$ cat src/rtl/halt_unit.sv
// Halt sequencing: retires instructions in RUN, drains outstanding stores after a
// halt retires, then holds the core in HALTED with the captured return value and PC.
module halt_unit #(
  parameter int DRAIN_TIMEOUT = 64,
  parameter int CNT_W         = 32
) (
  input  logic             clk,
  input  logic             rst,
  input  logic             wb_valid,
  input  logic             wb_halt,
  input  logic [15:0]      wb_pc,
  input  logic [15:0]      rf_ret,
  input  logic             store_pending,
  output logic             stall,
  output logic             isHalt,
  output logic [15:0]      ret_val,
  output logic [15:0]      halt_pc,
  output logic             timed_out,
  output logic [CNT_W-1:0] retired_count
);

  localparam int DW = (DRAIN_TIMEOUT > 1) ? $clog2(DRAIN_TIMEOUT) : 1;
  localparam logic [DW-1:0] DRAIN_LAST = DW'(DRAIN_TIMEOUT - 1);

  typedef enum logic [1:0] {
    RUN    = 2'd0,
    DRAIN  = 2'd1,
    HALTED = 2'd2
  } state_t;

  state_t           state_r;
  logic [DW-1:0]    drain_cnt_r;
  logic [15:0]      ret_val_r;
  logic [15:0]      halt_pc_r;
  logic             timed_out_r;
  logic [CNT_W-1:0] retired_count_r;

  // Saturating increment: an all-ones counter stays put instead of wrapping.
  function automatic logic [CNT_W-1:0] sat_inc(input logic [CNT_W-1:0] v);
    if (&v) begin
      return v;
    end else begin
      return v + {{(CNT_W-1){1'b0}}, 1'b1};
    end
  endfunction

  // Halt FSM with drain counter and captured halt context.
  always_ff @(posedge clk) begin
    if (rst) begin
      state_r         <= RUN;
      drain_cnt_r     <= '0;
      ret_val_r       <= 16'h0000;
      halt_pc_r       <= 16'h0000;
      timed_out_r     <= 1'b0;
      retired_count_r <= '0;
    end else begin
      case (state_r)
        RUN: begin
          if (wb_valid) begin
            retired_count_r <= sat_inc(retired_count_r);
            if (wb_halt) begin
              ret_val_r   <= rf_ret;
              halt_pc_r   <= wb_pc;
              drain_cnt_r <= '0;
              state_r     <= DRAIN;
            end
          end
        end
        DRAIN: begin
          // A completed drain wins over a timeout reached in the same cycle.
          if (!store_pending) begin
            timed_out_r <= 1'b0;
            state_r     <= HALTED;
          end else if (drain_cnt_r == DRAIN_LAST) begin
            timed_out_r <= 1'b1;
            state_r     <= HALTED;
          end else begin
            drain_cnt_r <= drain_cnt_r + DW'(1);
          end
        end
        HALTED: begin
          state_r <= HALTED;
        end
        default: begin
          state_r <= RUN;
        end
      endcase
    end
  end

  assign stall         = (state_r == DRAIN) || (state_r == HALTED);
  assign isHalt        = (state_r == HALTED);
  assign ret_val       = ret_val_r;
  assign halt_pc       = halt_pc_r;
  assign timed_out     = timed_out_r;
  assign retired_count = retired_count_r;

endmodule

$ cat config.mk
export PLATFORM = sky130hd
export DESIGN_NAME = halt_unit
export DESIGN_NICKNAME = d
export VERILOG_FILES = /design/src/rtl/halt_unit.sv
export SDC_FILE = /design/constraint.sdc
export NUM_CORES = 1
export LEC_CHECK = 0
export ABC_AREA = 1
export BUFFER_PORTS_ARGS = -buffer_cell sky130_fd_sc_hd__buf_2
export CAP_MARGIN = 20
export CORE_MARGIN = 4
export CORE_UTILIZATION = 52
export CTS_BUF_LIST = sky130_fd_sc_hd__clkbuf_8 sky130_fd_sc_hd__clkbuf_16
export CTS_CLUSTER_DIAMETER = 30
export DETAILED_ROUTE_END_ITERATION = 6
export HOLD_SLACK_MARGIN = 0.06
export PLACE_DENSITY = 0.91
export SLEW_MARGIN = 20
export SYNTH_ARGS = -nofsm -noshare
export SYNTH_HDL_FRONTEND = slang
export SYNTH_SLANG_ARGS = --single-unit
$ cat constraint.sdc
create_clock -name clk -period 1.8 [get_ports clk]
set_input_delay 0.36 -clock clk [delete_from_list [all_inputs] [get_ports clk]]
set_output_delay 0.36 -clock clk [all_outputs]
set_load 0.01 [all_outputs]
==> results.py, run 1 <==
metrics = {
    "timing": {
        "fmax_ghz": 0.582,
        "fin_ws_ns": 0.0816,
        "skew_ns": 0.00966,
        "maxSlewHeadroom": 0.687,
        "finalCriticalPeriod_ns": 1.72,
        "final_hold_viol_count": 0,
        "period_share": 0.955,
        "setup_violations": 0,
        "worstMarginPinSlew_ns": 0.465,
        "slew_violations": 0,
    },
    "floorplanning": {
        "core_area_mm2": 0.00683,
        "num_rows": 30,
        "die_h_um": 92.2,
        "die_w_um": 92.2,
        "io_pins": 104,
        "initial_core_util": 0.539,
        "die_area_mm2": 0.00849,
    },
    "clock_tree": {
        "htree_levels": 3,
        "hold_buffers": 0,
        "cts_max_path_buffers": 2,
        "path_clk_slew_ns": 0.08,
        "numCtsBuffers": 9,
        "cts_tree": "yes",
        "clock_latency_ns": 0.35,
        "root_buffer": "clkbuf_8",
        "cts_sinks": 73,
    },
    "cells_and_area": {
        "layout.nets": 713,
        "final_common_cell": "buf_2",
        "fillers": 566,
        "final_cell_mix": "buf_2 (103), nand2_1 (102), inv_1 (80), nor2_1 (80), dfxtp_1 (68)",
        "antenna_cells": 0,
        "drive_above_1_share": 0.268,
        "area_growth_pct": 27.5,
    },
    "detailed_routing": {
        "detail_route.vias_per_cell": 5.14,
        "ant_nets": 0,
        "drc": 0,
        "first_pass_iters": 6,
        "avgRoutedWirePerCell_um": 13.2,
        "vias": 3962,
        "drtIter0Drc": 395,
        "wirelength_um": 10200,
    },
    "power_and_ir_drop": {
        "total_power_w": 0.00472,
        "power.leakage_nw": 2.14,
        "power_density_mw_per_mm2": 1000,
        "peakVddDrop_mv": 0.781,
    },
    "outcome": {
        "outcome": "finished clean",
    },
    "worst_setup_path": {
        "worst-endpoint-arrival_ns": 1.96,
        "startpoint_type": "flop",
        "required_ns": 2.05,
        "rr_worst_depth": 10,
        "critPathMaxFanout": 4,
        "worstSetupPathType": "reg2reg",
        "cp-end-kind": "flop",
    },
    "synthesis": {
        "synthCells": 557,
        "yosysUniqueCellTypes": 26,
        "async_reset_ff_frac": 0,
        "syn-cell-area_mm2": 0.00368,
        "syn-num-nets": 600,
        "ys_seq_area_frac": 0.397,
        "syn_area_per_cell_um2": 6.61,
        "postSynthRegisterBits": 73,
        "ys.flop_type": "dfxtp_1",
        "synth_edf_count": 0,
        "synth_warnings": 0,
    },
    "hold_path": {
        "whs_path_depth": 2,
        "min_path_type": "in2reg",
    },
    "global_route": {
        "grt_max_degree": 65,
        "grt_usage": 0.241,
        "grt_antenna_before_repair": 0,
        "grt_pass1_vias": 3831,
        "grt_pass1_wl_um": 16500,
        "grt_overflow": 0,
    },
    "placement": {
        "pre_cts_ws_ns": -0.00585,
        "dp_hpwl_um": 7610,
        "globalplace.congestion": 0.931,
        "portBuffers": 103,
    },
    "job": {
        "drv_cap": 0,
    },
}
[flip-flops by register name, summed over array words and instances, names as in the netlist]
| name | flops |
|---|---|
| retired_count | 32 |
| halt_pc | 16 |
| ret_val | 16 |
| drain_cnt_r | 6 |
| state_r | 2 |
| timed_out | 1 |
[what timing repair did]
item / 4_1_cts / 5_1_grt
endpoints found under the setup margin: 5 / 32
cloned: 0 / 1
gates resized for setup: 3 / 19
setup buffers: 0 / 2
pin swaps: 0 / 4
[area by class of cell]
type / instances / area (µm²) / area share
multi-input combinational: 369 / 1820 / 0.388
tap: 96 / 120 / 0.0256
sequential: 73 / 1470 / 0.313
clock inverter: 5 / 86.3 / 0.0184
clock buffer: 11 / 151 / 0.0322
timing repair buffer: 121 / 688 / 0.147
inverter: 96 / 360 / 0.0767
[worst max-delay path, cell delays in order (launching register included)]
cell and delay (ns):
dfxtp_2 0.36, ha_1 0.16, nand2_1 0.11, nor2_4 0.17, nand2_1 0.10, nor2_1 0.21, nand2_1 0.14, nor2_1 0.17
nand3_1 0.09, nand2_1 0.06, nor2_1 0.03
[cell families (layout without fill, tap and decap cells)]
family,count (synthesis),after routing,share of synthesized area
AO/OA/AOI/OAI,110,110,0.169
flip-flops,73,73,0.397
buffers and inverters,116,233,0.125
adder cells (fa/ha/maj),6,6,0.0204
XOR/XNOR,2,2,0.00476
AND/OR/NAND/NOR,250,251,0.285
[per-layer routing]
| metal | track usage | up-vias | wire (µm) |
|---|---|---|---|
| met5 | 0 | - | 0 |
| met3 | 0.0993 | 41 | 1050 |
| li1 | - | 1973 | - |
| met2 | 0.415 | 192 | 4910 |
| met1 | 0.253 | 1756 | 3940 |
| met4 | 0.116 | 0 | 308 |
[power breakdown]
part           total (W)  switching [W]  internal, W
clock            0.00151       0.000643     0.000866
sequential       0.00193       0.000122      0.00181
combinational    0.00128       0.000784     0.000492
[worst paths after layout]
path                    startpoint                 to  slack, ns
hold / removal                 rst     drain_cnt_r[1]       0.20
setup reg to reg  retired_count[1]  retired_count[30]       0.08
hold reg to reg        ret_val[13]        ret_val[13]       0.44
setup / recovery  retired_count[1]  retired_count[30]       0.08
[synth_stat cells, types with 5 or more instances]
| master | instances | area share |
|---|---|---|
| nand2_1 | 103 | 0.10 |
| nor2_1 | 86 | 0.088 |
| inv_1 | 82 | 0.084 |
| dfxtp_1 | 73 | 0.40 |
| a21oi_1 | 45 | 0.061 |
| o21ai_0 | 42 | 0.057 |
| nand3_1 | 40 | 0.054 |
| clkbuf_1 | 13 | 0.013 |
| a21oi_2 | 11 | 0.026 |
| o21bai_1 | 11 | 0.022 |
| clkinv_1 | 10 | 0.010 |
| ha_1 | 6 | 0.020 |
| nand4_1 | 5 | 0.0085 |
| nor3_1 | 5 | 0.0068 |
[per-stage QoR]
step                      cells  hold slack [ns]   util  setup TNS, ns  cell area [µm²]
final                       771            0.204  0.687              0             4700
after CTS                   768            0.200  0.678              0             4630
after global placement      752            0.428  0.642              0             4380
after floorplan             557            0.429      -              0             3680
after detailed placement    752            0.432  0.642       -0.00585             4380
after global routing        771            0.214  0.687        -0.0289             4700
Note: power is estimated with default switching activity, not from simulation.
==> inputs of run 2 (changes only) <==
--- a/config.mk
+++ b/config.mk
@@ -8,6 +8,7 @@
 export ABC_AREA = 1
 export BUFFER_PORTS_ARGS = -buffer_cell sky130_fd_sc_hd__buf_2
 export CAP_MARGIN = 20
+export CORE_ASPECT_RATIO = 0.6
 export CORE_MARGIN = 4
 export CORE_UTILIZATION = 52
 export CTS_BUF_LIST = sky130_fd_sc_hd__clkbuf_8 sky130_fd_sc_hd__clkbuf_16
==> run 2 against run 1 <==
Sequential share of layout area down 0.79 points. Total power rose by 8.6%. Critical path depth decreased by 1. Wire length up 7.2%. Core utilization is 2.3 points higher. Non-clock buffer count increased by 7. Clock power increased by 19%. Hold slack improved by 0.044 ns. Via count increased by 2.8%. Critical endpoint is now drain_cnt_r[2].
==> results.py, run 2 (synthesis gave the netlist of run 1 again) <==
metrics = {
    "floorplanning": {
        "die_area_mm2": 0.00854,
        "io_pins": 104,
        "core_area_mm2": 0.00676,
        "num_rows": 23,
        "die_h_um": 73.2,
        "die_w_um": 117,
        "initial_core_util": 0.545,
    },
    "placement": {
        "portBuffers": 103,
        "pre_cts_ws_ns": 0.0213,
        "globalplace.congestion": 1.02,
        "dp_hpwl_um": 7580,
        "placed_cells": 750,
    },
    "global_route": {
        "grt_usage": 0.246,
        "grt_max_degree": 65,
        "grt_pass1_vias": 3624,
        "grt_pass1_wl_um": 16600,
        "grt_antenna_before_repair": 0,
        "grt_overflow": 0,
    },
    "worst_setup_path": {
        "path_buf_inv": 2,
        "cp_top_family": "simple AND/OR/NAND/NOR gates",
        "startpoint_type": "flop",
        "critPathMaxFanout": 5,
        "worstSetupPathType": "reg2reg",
        "cp-end-kind": "flop",
        "crit_slowest_cell": "dfxtp_1",
        "cpPeakStageDelay_ns": 0.36,
        "required_ns": 2.02,
        "worst-endpoint-arrival_ns": 1.98,
        "worstPathCellList": "ha_1 -> nand3_1 -> nor3_1 -> nand2_1 -> nand2_2 -> buf_4 -> inv_1 -> nand2_1 -> a21oi_1",
        "cp_common_cell": "nand2_1",
    },
    "cells_and_area": {
        "layout.nets": 720,
        "largest_reg_flops": 32,
        "fin_util": 0.710,
        "antenna_cells": 0,
        "final_cells": 769,
        "area_growth_pct": 30.3,
        "drive_above_1_share": 0.268,
        "final_common_cell": "buf_2",
        "final_cell_mix": "buf_2 (103), nand2_1 (102), inv_1 (83)",
    },
    "clock_tree": {
        "cts_sinks": 73,
        "root_buffer": "clkbuf_16",
        "cts_max_path_buffers": 2,
        "path_clk_slew_ns": 0.06,
        "htree_levels": 3,
        "cts_tree": "yes",
        "numCtsBuffers": 9,
        "clock_latency_ns": 0.34,
    },
    "timing": {
        "final_hold_viol_count": 0,
        "fin_ws_ns": 0.0342,
        "rsz0062_at_grt": "yes",
        "worstMarginPinSlew_ns": 0.387,
        "slew_violations": 0,
        "skew_ns": 0.00641,
        "finalCriticalPeriod_ns": 1.77,
        "setup_violations": 0,
        "period_share": 0.981,
        "maxSlewHeadroom": 0.742,
        "fmax_ghz": 0.566,
    },
    "power_and_ir_drop": {
        "power_density_mw_per_mm2": 1070,
        "peakVddDrop_mv": 0.702,
        "power.leakage_nw": 2.18,
        "total_power_w": 0.00512,
    },
    "detailed_routing": {
        "detail_route.vias_per_cell": 5.29,
        "ant_nets": 0,
        "avgRoutedWirePerCell_um": 14.2,
        "drc": 0,
        "wirelength_um": 10900,
        "first_pass_iters": 7,
        "drtIter0Drc": 371,
        "vias": 4071,
    },
    "outcome": {
        "outcome": "finished clean",
    },
    "job": {
        "drv_cap": 0,
    },
    "hold_path": {
        "min_path_type": "in2reg",
    },
}
-- run 2: worst paths after layout --
path | depth (start not counted) | start | to | slack (ns)
max reg2reg | 9 | drain_cnt_r[1] | drain_cnt_r[2] | 0.03
max | 9 | drain_cnt_r[1] | drain_cnt_r[2] | 0.03
min | 2 | rst | drain_cnt_r[5] | 0.25
min reg2reg | 2 | ret_val[11] | ret_val[11] | 0.44
-- run 2: worst reg2reg max path, delay by kind of cell (launching register included) --
family,cells,cell delay [ns]
AO/OA/AOI/OAI,1,0.07
adder cells (fa/ha/maj),1,0.22
flip-flops,1,0.36
buffers and inverters,2,0.16
AND/OR/NAND/NOR,5,0.83
-- run 2: cell type report --
class                   instances  area, µm²
clock inverters                 6       60.1
flip-flops and latches         73       1460
inverters                      96        360
well taps                      87        109
repair buffers                128        741
fillers                       512       1960
multi-input cells             369       1830
clock buffers                  10        239
-- run 2: per-stage QoR --
step / cell area, µm² / hold WS, ns / TNS [ns]
final: 4800 / 0.248 / 0
after global placement: 4420 / 0.427 / 0
after CTS: 4730 / 0.236 / 0
after global routing: 4800 / 0.243 / -0.282
after floorplan: 3680 / 0.429 / 0
after detailed placement: 4420 / 0.432 / 0
-- run 2: report_power, final --
part / switching, W / leakage (nW) / internal, W
Sequential: 0.000118 / 0.594 / 0.00181
Combinational: 0.000850 / 1.44 / 0.000551
Clock: 0.000694 / 0.143 / 0.00110
-- run 2: per-layer routing --
| layer | GRT usage | wire (µm) | up-vias |
|---|---|---|---|
| li1 | - | - | 1988 |
| met1 | 0.326 | 4590 | 1817 |
| met2 | 0.388 | 4960 | 235 |
| met3 | 0.0771 | 1180 | 31 |
| met4 | 0.0751 | 206 | 0 |
| met5 | 0 | 0 | - |
-- run 2: what timing repair did --
item,in CTS,in global routing
gates cloned,0,1
hold buffers,0,0
endpoints found under the setup margin,4,24
pin swaps,0,2
resized for setup,3,16
setup buffers,0,2
